$ cat src/rtl/axi_rd_mux.sv
// N:1 AXI4 read-channel multiplexer: arbitrates AR requests, tags forwarded IDs with the master index, routes R beats back by tag.
// Optional macro AXI_RD_MUX_QOS_EN restricts arbitration to the eligible masters carrying the highest s_arqos.
module axi_rd_mux #(
    parameter int MST_N    = 4,
    parameter int AW       = 32,
    parameter int DW       = 32,
    parameter int IDW      = 4,
    parameter int MIW      = (MST_N > 1) ? $clog2(MST_N) : 1,
    parameter int MAX_OUTS = 4,
    parameter int ARB_MODE = 0
) (
    input  logic                          aclk,
    input  logic                          areset,
    input  logic [MST_N-1:0]              s_arvalid,
    output logic [MST_N-1:0]              s_arready,
    input  logic [MST_N-1:0][AW-1:0]      s_araddr,
    input  logic [MST_N-1:0][7:0]         s_arlen,
    input  logic [MST_N-1:0][2:0]         s_arsize,
    input  logic [MST_N-1:0][1:0]         s_arburst,
    input  logic [MST_N-1:0][IDW-1:0]     s_arid,
    input  logic [MST_N-1:0][3:0]         s_arqos,
    output logic [MST_N-1:0]              s_rvalid,
    input  logic [MST_N-1:0]              s_rready,
    output logic [MST_N-1:0][DW-1:0]      s_rdata,
    output logic [MST_N-1:0][1:0]         s_rresp,
    output logic [MST_N-1:0]              s_rlast,
    output logic [MST_N-1:0][IDW-1:0]     s_rid,
    output logic                          m_arvalid,
    input  logic                          m_arready,
    output logic [AW-1:0]                 m_araddr,
    output logic [7:0]                    m_arlen,
    output logic [2:0]                    m_arsize,
    output logic [1:0]                    m_arburst,
    output logic [3:0]                    m_arqos,
    output logic [IDW+MIW-1:0]            m_arid,
    input  logic                          m_rvalid,
    output logic                          m_rready,
    input  logic [DW-1:0]                 m_rdata,
    input  logic [1:0]                    m_rresp,
    input  logic                          m_rlast,
    input  logic [IDW+MIW-1:0]            m_rid
);

    localparam int CW = 4;

    typedef enum logic {IDLE, SEND} state_t;

    state_t                   state_q, state_d;
    logic [MIW-1:0]           ptr_q, ptr_d;
    logic [MST_N-1:0][CW-1:0] outs_q, outs_d;
    logic [AW-1:0]            araddr_q, araddr_d;
    logic [7:0]               arlen_q, arlen_d;
    logic [2:0]               arsize_q, arsize_d;
    logic [1:0]               arburst_q, arburst_d;
    logic [3:0]               arqos_q, arqos_d;
    logic [IDW+MIW-1:0]       arid_q, arid_d;

    logic [MST_N-1:0] eligible, cand, incVec, decVec;
    logic [MIW-1:0]   winIdx, rotIdx, rSel;
    logic             winValid, rHit, rLastHs;

    always_comb begin
        for (int i = 0; i < MST_N; i++) begin
            eligible[i] = s_arvalid[i] && (outs_q[i] < CW'(MAX_OUTS));
        end
    end

`ifdef AXI_RD_MUX_QOS_EN
    logic [3:0] maxQos;

    always_comb begin
        maxQos = '0;
        for (int i = 0; i < MST_N; i++) begin
            if (eligible[i] && (s_arqos[i] > maxQos)) maxQos = s_arqos[i];
        end
        for (int i = 0; i < MST_N; i++) begin
            cand[i] = eligible[i] && (s_arqos[i] == maxQos);
        end
    end
`else
    assign cand = eligible;
`endif

    // Loops run from lowest to highest priority so the last hit is the winner.
    always_comb begin
        winValid = 1'b0;
        winIdx   = '0;
        rotIdx   = '0;
        if (ARB_MODE == 1) begin
            for (int i = MST_N - 1; i >= 0; i--) begin
                if (cand[i]) begin
                    winValid = 1'b1;
                    winIdx   = MIW'(i);
                end
            end
        end else begin
            for (int k = MST_N; k >= 1; k--) begin
                rotIdx = MIW'((int'(ptr_q) + k) % MST_N);
                if (cand[rotIdx]) begin
                    winValid = 1'b1;
                    winIdx   = rotIdx;
                end
            end
        end
    end

    always_comb begin
        state_d   = state_q;
        ptr_d     = ptr_q;
        araddr_d  = araddr_q;
        arlen_d   = arlen_q;
        arsize_d  = arsize_q;
        arburst_d = arburst_q;
        arqos_d   = arqos_q;
        arid_d    = arid_q;
        s_arready = '0;
        case (state_q)
            IDLE: begin
                if (winValid && !areset) begin
                    s_arready[winIdx] = 1'b1;
                    araddr_d  = s_araddr[winIdx];
                    arlen_d   = s_arlen[winIdx];
                    arsize_d  = s_arsize[winIdx];
                    arburst_d = s_arburst[winIdx];
                    arqos_d   = s_arqos[winIdx];
                    arid_d    = {winIdx, s_arid[winIdx]};
                    ptr_d     = winIdx;
                    state_d   = SEND;
                end
            end
            SEND: begin
                if (m_arready) state_d = IDLE;
            end
            default: state_d = IDLE;
        endcase
    end

    // Tags beyond MST_N-1 can only appear when MST_N is not a power of two; such beats are sunk.
    assign rSel = m_rid[IDW+MIW-1:IDW];
    assign rHit = (int'(rSel) < MST_N);

    always_comb begin
        s_rvalid = '0;
        m_rready = 1'b1;
        if (rHit) begin
            s_rvalid[rSel] = m_rvalid;
            m_rready       = s_rready[rSel];
        end
    end

    assign rLastHs = m_rvalid && m_rready && m_rlast && rHit;

    always_comb begin
        for (int i = 0; i < MST_N; i++) begin
            incVec[i] = s_arvalid[i] && s_arready[i];
            decVec[i] = rLastHs && (rSel == MIW'(i));
            outs_d[i] = outs_q[i];
            if (incVec[i] && !decVec[i] && (outs_q[i] < CW'(MAX_OUTS))) begin
                outs_d[i] = outs_q[i] + CW'(1);
            end else if (decVec[i] && !incVec[i] && (outs_q[i] != '0)) begin
                outs_d[i] = outs_q[i] - CW'(1);
            end
        end
    end

    always_ff @(posedge aclk) begin
        if (areset) begin
            state_q   <= IDLE;
            ptr_q     <= MIW'(MST_N - 1);
            outs_q    <= '0;
            araddr_q  <= '0;
            arlen_q   <= '0;
            arsize_q  <= '0;
            arburst_q <= '0;
            arqos_q   <= '0;
            arid_q    <= '0;
        end else begin
            state_q   <= state_d;
            ptr_q     <= ptr_d;
            outs_q    <= outs_d;
            araddr_q  <= araddr_d;
            arlen_q   <= arlen_d;
            arsize_q  <= arsize_d;
            arburst_q <= arburst_d;
            arqos_q   <= arqos_d;
            arid_q    <= arid_d;
        end
    end

    assign m_arvalid = (state_q == SEND);
    assign m_araddr  = araddr_q;
    assign m_arlen   = arlen_q;
    assign m_arsize  = arsize_q;
    assign m_arburst = arburst_q;
    assign m_arqos   = arqos_q;
    assign m_arid    = arid_q;

    assign s_rdata = {MST_N{m_rdata}};
    assign s_rresp = {MST_N{m_rresp}};
    assign s_rlast = {MST_N{m_rlast}};
    assign s_rid   = {MST_N{m_rid[IDW-1:0]}};

endmodule

$ cat config.mk
export PLATFORM = sky130hd
export DESIGN_NAME = axi_rd_mux
export DESIGN_NICKNAME = d
export VERILOG_FILES = /design/src/rtl/axi_rd_mux.sv
export SDC_FILE = /design/constraint.sdc
export NUM_CORES = 1
export LEC_CHECK = 0
export CAP_MARGIN = 30
export CORE_AREA = 3 3 189 191
export DETAILED_ROUTE_END_ITERATION = 16
export DIE_AREA = 0 0 192 194
export DONT_BUFFER_PORTS = 1
export MAX_ROUTING_LAYER = met4
export PLACE_DENSITY = 0.43
export SLEW_MARGIN = 20
export SYNTH_ARGS = -nofsm -noshare
export SYNTH_HDL_FRONTEND = slang
export SYNTH_SLANG_ARGS = --single-unit
$ cat constraint.sdc
create_clock -name aclk -period 5.95 [get_ports aclk]
set_clock_uncertainty 0.15 [all_clocks]
set_input_delay 1.4875 -clock aclk [delete_from_list [all_inputs] [get_ports aclk]]
set_output_delay 1.4875 -clock aclk [all_outputs]
set_load 0.1 [all_outputs]
==> key figures, run 1 <==
Status
  • Outcome: stopped before the end
  • Fail Step: detailed routing (5_2_route)
  • Error message: [ERROR DRT-0255] Maze Route cannot find path of net m_rdata[10] in worker of routeBox ( 144900 96600 ) ( 192000 144900 ).

Synth
  • Yosys cell types: 63
  • EDFF count, synth: 0
  • Async S/R FF share, synth: 0
  • Synthesis-stage register bit count: 74
  • Synth Net Count: 1149
  • Cell area after synthesis: between 6000 and 7000 sq um
  • Synth Area per Inst: ~7.2 sq um
  • Register area share after synthesis: 0.236
  • Post-Syn Instances: a little under 900
  • Yosys warns: 0
  • Ys flop type: dfxtp_1

Floorplanning
  • # IOs: slightly below 500
  • Die W: roughly 190 um
  • Die Y: 194 um
  • Row Count: just under 70
  • Initial Util: 0.183

Placed design
  • Number of port buffers: 0
  • Inst Count DP: roughly 1100
  • Detail Placement HPWL: ~16000 um
  • Placed Area: slightly below 6000 sq um
  • RePlAce Congestion: about 0.8

GRT
  • First-pass GRT wire length: slightly above 30000 um
  • GRT Total Usage: 0.113
  • Vias in the first global route: between 4000 and 5000
  • Largest net degree at the start of global routing: 81
  • Initial antenna violation count: 1
  • Global route overflow: 0

Clock network
  • CTS Buffer Depth: 2
  • H-tree depth: 3
  • Root Driver: clkbuf_16
  • # clock sinks: 74
  • Setup bufs post-CTS: 0
  • Clock buffer count from CTS: 9
  • CTS Hold Bufs: 0
  • PostCTS Resize Cnt: 0
[kinds of logic after synthesis]
kind of cell / after synthesis / share of synthesized area
flops: 74 / 0.236
buf+inv: 222 / 0.232
fa+ha+maj: 12 / 0.0287
xor+xnor: 4 / 0.00558
simple gates: 449 / 0.352
compound gates: 109 / 0.141
mux: 2 / 0.00538
[per-layer routing]
| layer | global-route usage |
|---|---|
| met1 | 0.123 |
| met2 | 0.183 |
| met3 | 0.0430 |
| met4 | 0.0529 |
| met5 | - |
[per-stage QoR]
step / setup slack, ns / utilization
after floorplan: 0.243 / -
after CTS: 1.21 / 0.180
after detailed placement: 1.09 / 0.172
after global routing: 1.07 / 0.182
after global placement: 1.09 / 0.163
[Yosys cell counts, drive strengths merged (3+ instances only)]
| cell type | n | area (sq um) |
|---|---|---|
| ha | 8 | 100 |
| nand2 | 221 | 830 |
| fa | 4 | 80.1 |
| nor2 | 17 | 66.3 |
| inv | 6 | 22.5 |
| nand4b | 3 | 26.3 |
| nor3 | 9 | 50.1 |
| nor3b | 63 | 500 |
| o211ai | 3 | 27.5 |
| or3b | 3 | 26.3 |
| nand3b | 4 | 30.0 |
| clkbuf | 37 | 139 |
| a31o | 53 | 464 |
| buf | 179 | 1290 |
| nand2b | 3 | 18.8 |
| a31oi | 4 | 25.0 |
| a211oi | 3 | 27.5 |
| dfxtp | 74 | 1480 |
| nand3 | 110 | 551 |
| o21ai | 14 | 73.8 |
| nor4 | 3 | 18.8 |
| and3 | 3 | 18.8 |
| a21oi | 11 | 55.1 |
| a21o | 7 | 52.6 |
==> run 2, diff against run 1 <==
Settings changed: CORE_AREA 3 3 189 191 to 3 3 188 190, DIE_AREA 0 0 192 194 to 0 0 191 193, MAX_ROUTING_LAYER met4 to unset, PLACE_DENSITY 0.43 to unset, PLACE_DENSITY_LB_ADDON set to 0.15.
==> run 2 against run 1 <==
Net effect: the run now ends clean; area after synthesis did not move; global-route usage rose by 0.57 points; synthesized cell count did not move.
==> key figures, run 2 <==
Floorplanning
  • Row Count: 67
  • Die footprint: between 30000 and 40000 sq um
  • Die Y: ~190 um
  • # IOs: 486
  • Initial Util: 0.187
  • Core area: 33600 sq um
  • Die W: approximately 190 um

Clock network
  • Setup bufs post-CTS: 0
  • Clk slew on worst S/H paths: around 0.060 ns
  • # clock sinks: 74
  • H-tree depth: 3
  • PostCTS Resize Cnt: 0
  • CTS Buffer Depth: 2
  • Clock buffer count from CTS: 9
  • Clock latency on the worst-skew pair: 0.35 ns
  • TritonCTS clock tree: done
  • CTS Hold Bufs: 0
  • Root Driver: clkbuf_16

Synth
  • Register area share after synthesis: 0.236
  • Cell types with the highest counts after synthesis: 221 x nand2_1, 156 x buf_4, 110 x nand3_1
  • Top-area cell type share of the netlist area: 0.236
  • Ys flop type: dfxtp_1
  • Synth Area in Adders: 0.0287
  • Post-Syn Instances: 872
  • XOR/XNOR Fraction of Synth Area: 0.00558
  • Cell area after synthesis: about 6300 sq um
  • Mux cell area share after synthesis: 0.00538
  • Simple-gate share of the synthesized area: 0.352
  • Main combinational cell family by area after synthesis: simple AND/OR/NAND/NOR gates
  • EDFF count, synth: 0
  • Compound-Gate Fraction of Synth Area: 0.141
  • Yosys warns: 0
  • Synthesis-stage register bit count: between 70 and 80
  • Count leader, synth: nand2_1
  • Synth Net Count: roughly 1100
  • Yosys cell types: 63
  • Synth Area per Inst: 7.20 sq um
  • Synth area leaders: dfxtp_1 24%, buf_4 19%, nand2_1 13%
  • Async S/R FF share, synth: 0
  • Cell taking the most area after synthesis: dfxtp_1

Cells and area
  • Final nets: ~1000
  • Most common cell after layout, fill and taps aside: nand2_1
  • Fill cell count: approximately 3800
  • Layout cells sized above 1: 0.164
  • Max FFs per register: 32
  • Area growth syn-to-layout: -1.16%
  • Most frequent cells in the layout: 220 x nand2_1, 110 x nand3_1, 74 x dfxtp_1, 58 x nor3b_1, 47 x a31o_2
  • Final Cell Area: 6210 sq um

GRT
  • Global route overflow: 0
  • Largest net degree at the start of global routing: around 110
  • GRT Total Usage: 0.119
  • Initial antenna violation count: 2
  • First-pass GRT wire length: 32700 um
  • Vias in the first global route: between 5000 and 6000

Power and ir drop
  • Lkg Pwr: ~2.3 nW
  • Seq pwr share: 0.455
  • Gate power share: 0.341
  • Clock share of power: 0.205
  • Sw Share: 0.542
  • Switching power: between 1.5 and 2 mW
  • Int Power: roughly 1.3 mW
  • VDD IR max: around 0.14 mV
  • PwrDens: between 400 and 500 nW/um^2

Route
  • Routed WL per cell: approximately 20 um
  • Vias per inst: between 4 and 5
  • Routed wire length: approximately 23000 um
  • Final ANT Viol Nets: 0
  • DRT iter0 DRCs: ~210
  • Initial DRT Pass Iterations: 7
  • # DRC: 0
  • Via count: between 5000 and 6000

Placed design
  • Placed Area: between 5000 and 6000 sq um
  • RePlAce Congestion: around 0.75
  • Detail Placement HPWL: 17500 um
  • Setup WS pre-CTS: ~1.2 ns
  • Number of port buffers: 0

Critical path
  • Crit path buf inv count: 1
  • Ordered cell list for the critical path: or3b_1 -> o221ai_1 -> nand3_1 -> nor2_2 -> buf_4
  • Reg2reg path depth: 11
  • Worst reg2reg setup slack: 2.32 ns
  • Worst setup SP type: input pin
  • Worst Setup End Kind: output port
  • Worst EP required: ~4.3 ns
  • CP max stage cell: or3b_1
  • Critical Path Stages: 5
  • Critical Path Start: s_arvalid[3]
  • Max incr delay on CP: approximately 0.43 ns
  • Worst Path Arrival: around 3.1 ns
  • Worst flop-to-flop path endpoint: outs_q[7]
  • Critical-path maximum fanout: 5
  • Crit path to: s_arready[2]
  • Top delay family on crit path: simple AND/OR/NAND/NOR gates
  • Worst R2R Start: outs_q[14]
  • Setup CP Type: in -> out

STA
  • Final Cycle Share: 0.797
  • Min Clock Period, post-route: roughly 4.7 ns
  • Setup violators final: 0
  • Fin. Hold Viols: 0
  • RSZ-0062 raised after global routing: false
  • Fmax: between 200 and 250 MHz
  • Final Max Tran Viols: 0
  • Setup ws final: approximately 1.2 ns
  • Max_slew headroom: 0.315
  • Fin Setup TNS: 0 ns
  • Worst Tran Pin Value: between 1 and 1.5 ns

Worst hold path
  • HP Class: reg -> reg

Flow run
  • Max Cap Violations: 0

Status
  • Outcome: finished clean
[run 2: final cells by class]
| type | instances | area, sq um | area share |
|---|---|---|---|
| inverter | 6 | 22.5 | 0.00363 |
| clock inverter | 5 | 52.6 | 0.00847 |
| antenna | 1 | 2.50 | 0.000403 |
| multi-input combinational | 576 | 3400 | 0.547 |
| tap | 448 | 561 | 0.0903 |
| timing repair buffer | 28 | 438 | 0.0706 |
| sequential | 74 | 1480 | 0.239 |
| clock buffer | 11 | 253 | 0.0407 |
[run 2: cell families (layout without fill, tap and decap cells)]
| family | after synthesis | count (layout) |
|---|---|---|
| compound gates | 109 | 109 |
| xor+xnor | 4 | 4 |
| fa+ha+maj | 12 | 12 |
| buf+inv | 222 | 50 |
| flops | 74 | 74 |
| mux | 2 | 2 |
| other cells | 0 | 1 |
| simple gates | 449 | 449 |
[run 2: power by group through the flow]
stage | Clock [mW] | Sequential, mW | Combinational (mW)
3_5_place_dp | 0 | 1.33 | 0.974
4_1_cts | 0.627 | 1.32 | 0.976
5_1_grt | 0.641 | 1.32 | 1.08
6_report | 0.588 | 1.31 | 0.978
3_3_place_gp | 0 | 1.42 | 0.809
2_1_floorplan | 0 | 1.36 | 1.12
[run 2: metrics by stage]
| stage | total power [mW] | instances | util | hold WS [ns] |
|---|---|---|---|---|
| 2_1_floorplan | 2.47 | 872 | - | 0.342 |
| 3_3_place_gp | 2.23 | 1117 | 0.167 | 0.389 |
| 3_5_place_dp | 2.31 | 1130 | 0.175 | 0.373 |
| 4_1_cts | 2.92 | 1146 | 0.184 | 0.385 |
| 5_1_grt | 3.04 | 1149 | 0.185 | 0.414 |
| 6_report | 2.87 | 1149 | 0.185 | 0.378 |
[run 2: routing by layer]
layer	global-route usage	routed length, um	part of all wire
met4	0.0593	823	0.036
met1	0.136	8820	0.39
met3	0.0512	2190	0.096
met2	0.191	11000	0.48
met5	0	13	0.00057
[run 2: worst min path at each step]
stage	startpoint	endpoint	cells past startpoint
after floorplan	outs_q[10]	outs_q[10]	2
after global placement	outs_q[10]	outs_q[10]	2
after detailed placement	m_arvalid	m_arvalid	2
after CTS	m_arvalid	m_arvalid	2
after global routing	outs_q[10]	outs_q[10]	2
final	m_arvalid	m_arvalid	2
[run 2: worst min-delay path: cells and delay by family, from the launching register on]
kind | cells | cell delay [ns]
DFF | 1 | 0.35
AOI/OAI and AO/OA | 1 | 0.06
and+or+nand+nor | 1 | 0.08
Power figures use the tool's default switching activity.
==> run 3, diff against run 2 <==
Clock period 5.95 ns to 5 ns, I/O delays scaled along.
==> run 3 against run 2 <==
Net effect: setup slack worse by 0.47 ns; design area up 0.54%; total power up 24%; critical path depth unchanged; routed wire length up 4.4%; count of clock-buffer cells in the layout unchanged; register-to-register slack worse by 1.0 ns; via count up 1.9%; final cell count up 0.17%; sequential power up 15%; worst hold slack better by 0.014 ns; global-route usage up 0.56 points; largest power group unchanged.
==> key figures, run 3 (synthesis results as in run 2) <==
GRT
  • Initial antenna violation count: 1
  • Vias in the first global route: between 5000 and 6000
  • Largest net degree at the start of global routing: 81
  • GRT Total Usage: 0.125
  • First-pass GRT wire length: about 34000 um
  • Global route overflow: 0

Power and ir drop
  • VDD IR max: roughly 0.17 mV
  • Lkg Pwr: between 2 and 2.5 nW
  • Seq pwr share: 0.423
  • Total power draw: between 3 and 4 mW
  • Int Power: around 1.7 mW
  • PwrDens: between 500 and 600 nW/um^2
  • Gate power share: 0.349
  • Clock share of power: 0.228
  • Sw Share: 0.527
  • Switching power: roughly 1.9 mW

Cells and area
  • Final nets: approximately 1000
  • Final Cell Area: between 6000 and 7000 sq um
  • Most frequent cells in the layout: 220 x nand2_1, 110 x nand3_1, 74 x dfxtp_1, 58 x nor3b_1, 47 x a31o_2
  • Max FFs per register: 32
  • Area growth syn-to-layout: -0.618%
  • N_diodes: 0
  • Most common cell after layout, fill and taps aside: nand2_1
  • Layout cells sized above 1: 0.169
  • Core Util, Final: 0.186

Floorplanning
  • Die footprint: 36900 sq um
  • # IOs: 486
  • Die Y: 193 um
  • Die W: roughly 190 um
  • Row Count: between 60 and 70
  • Initial Util: 0.187
  • Core area: 33600 sq um

STA
  • RSZ-0062 raised after global routing: false
  • Setup violators final: 0
  • Max_slew headroom: 0.306
  • Fin Setup TNS: 0 ns
  • Min Clock Period, post-route: 4.26 ns
  • Fin. Hold Viols: 0
  • Fmax: roughly 230 MHz
  • Final Max Tran Viols: 0
  • Worst Tran Pin Value: between 1 and 1.5 ns
  • Final Cycle Share: 0.852

Route
  • Routed WL per cell: 20.7 um
  • Vias per inst: between 4 and 5
  • Routed wire length: 23800 um
  • Via count: around 5300
  • Initial DRT Pass Iterations: 4
  • DRT iter0 DRCs: roughly 240
  • # DRC: 0
  • Final ANT Viol Nets: 0

Clock network
  • Clock buffer count from CTS: 9
  • TritonCTS clock tree: done
  • PostCTS Resize Cnt: 0
  • Clock latency on the worst-skew pair: ~0.36 ns
  • Setup bufs post-CTS: 0
  • Root Driver: clkbuf_16
  • H-tree depth: 3
  • CTS Hold Bufs: 0
  • Clk slew on worst S/H paths: ~0.060 ns
  • # clock sinks: 74
  • CTS Buffer Depth: 2

Placed design
  • Placed Area: about 5900 sq um
  • Detail Placement HPWL: ~19000 um
  • Number of port buffers: 0
  • RePlAce Congestion: roughly 0.76

Flow run
  • Max Cap Violations: 0

Worst hold path
  • HP Class: reg -> reg

Critical path
  • Setup CP Type: in -> out
  • Worst Setup End Kind: output port
  • Worst Path Arrival: around 2.9 ns
  • Worst setup SP type: input pin
  • Worst EP required: 3.60 ns
  • Critical-path maximum fanout: 5

Status
  • Outcome: finished clean
[run 3: changes by cell type in the layout (fill, tap and decap cells not counted), sizes merged]
cell      change
buf           +5
bufinv        +2
clkbuf        -2
clkinv        -1
clkinvlp      -1
diode         -1
[run 3: path summary, 6_finish.rpt]
| kind | start | end | slack (ns) | cells after the start |
|---|---|---|---|---|
| setup / recovery | s_arvalid[3] | s_arready[3] | 0.74 | 5 |
| hold / removal | outs_q[10] | outs_q[10] | 0.39 | 2 |
| setup reg to reg | outs_q[7] | outs_q[7] | 1.30 | 11 |
| hold reg to reg | outs_q[10] | outs_q[10] | 0.39 | 2 |
[run 3: power groups by stage]
stage | sequential [mW] | clock, mW | combinational [mW]
after global routing | 1.52 | 0.880 | 1.36
after detailed placement | 1.54 | 0 | 1.23
after CTS | 1.53 | 0.862 | 1.23
after floorplan | 1.61 | 0 | 1.33
final | 1.51 | 0.810 | 1.24
after global placement | 1.67 | 0 | 1.01
[run 3: cell type report]
type,instances,area [sq um]
clock buffer,11,253
clock inverter,5,100
sequential,74,1480
tap,448,561
fill,3871,27400
inverter,6,22.5
timing repair buffer,31,414
multi-input combinational,576,3410
[run 3: per-layer routing]
metal	GRT usage	vias to the layer above	part of all wire
li1	-	2481	-
met1	0.144	2440	0.40
met2	0.200	334	0.47
met3	0.0560	36	0.10
met4	0.0536	2	0.028
met5	0	-	0.00055
[run 3: critical path, stage by stage]
cell and delay, ns:
or3b_1 0.42, o221ai_1 0.38, nand3_1 0.33, nor2_2 0.17, buf_4 0.30
[run 3: metrics by stage]
step / hold WS (ns) / setup WS [ns] / std cells
detailed placement: 0.386 / 0.481 / 1133
global route: 0.423 / 0.643 / 1151
CTS: 0.396 / 0.730 / 1149
global placement: 0.385 / 0.556 / 1123
finish: 0.392 / 0.738 / 1151
floorplan: 0.342 / 0.0304 / 872
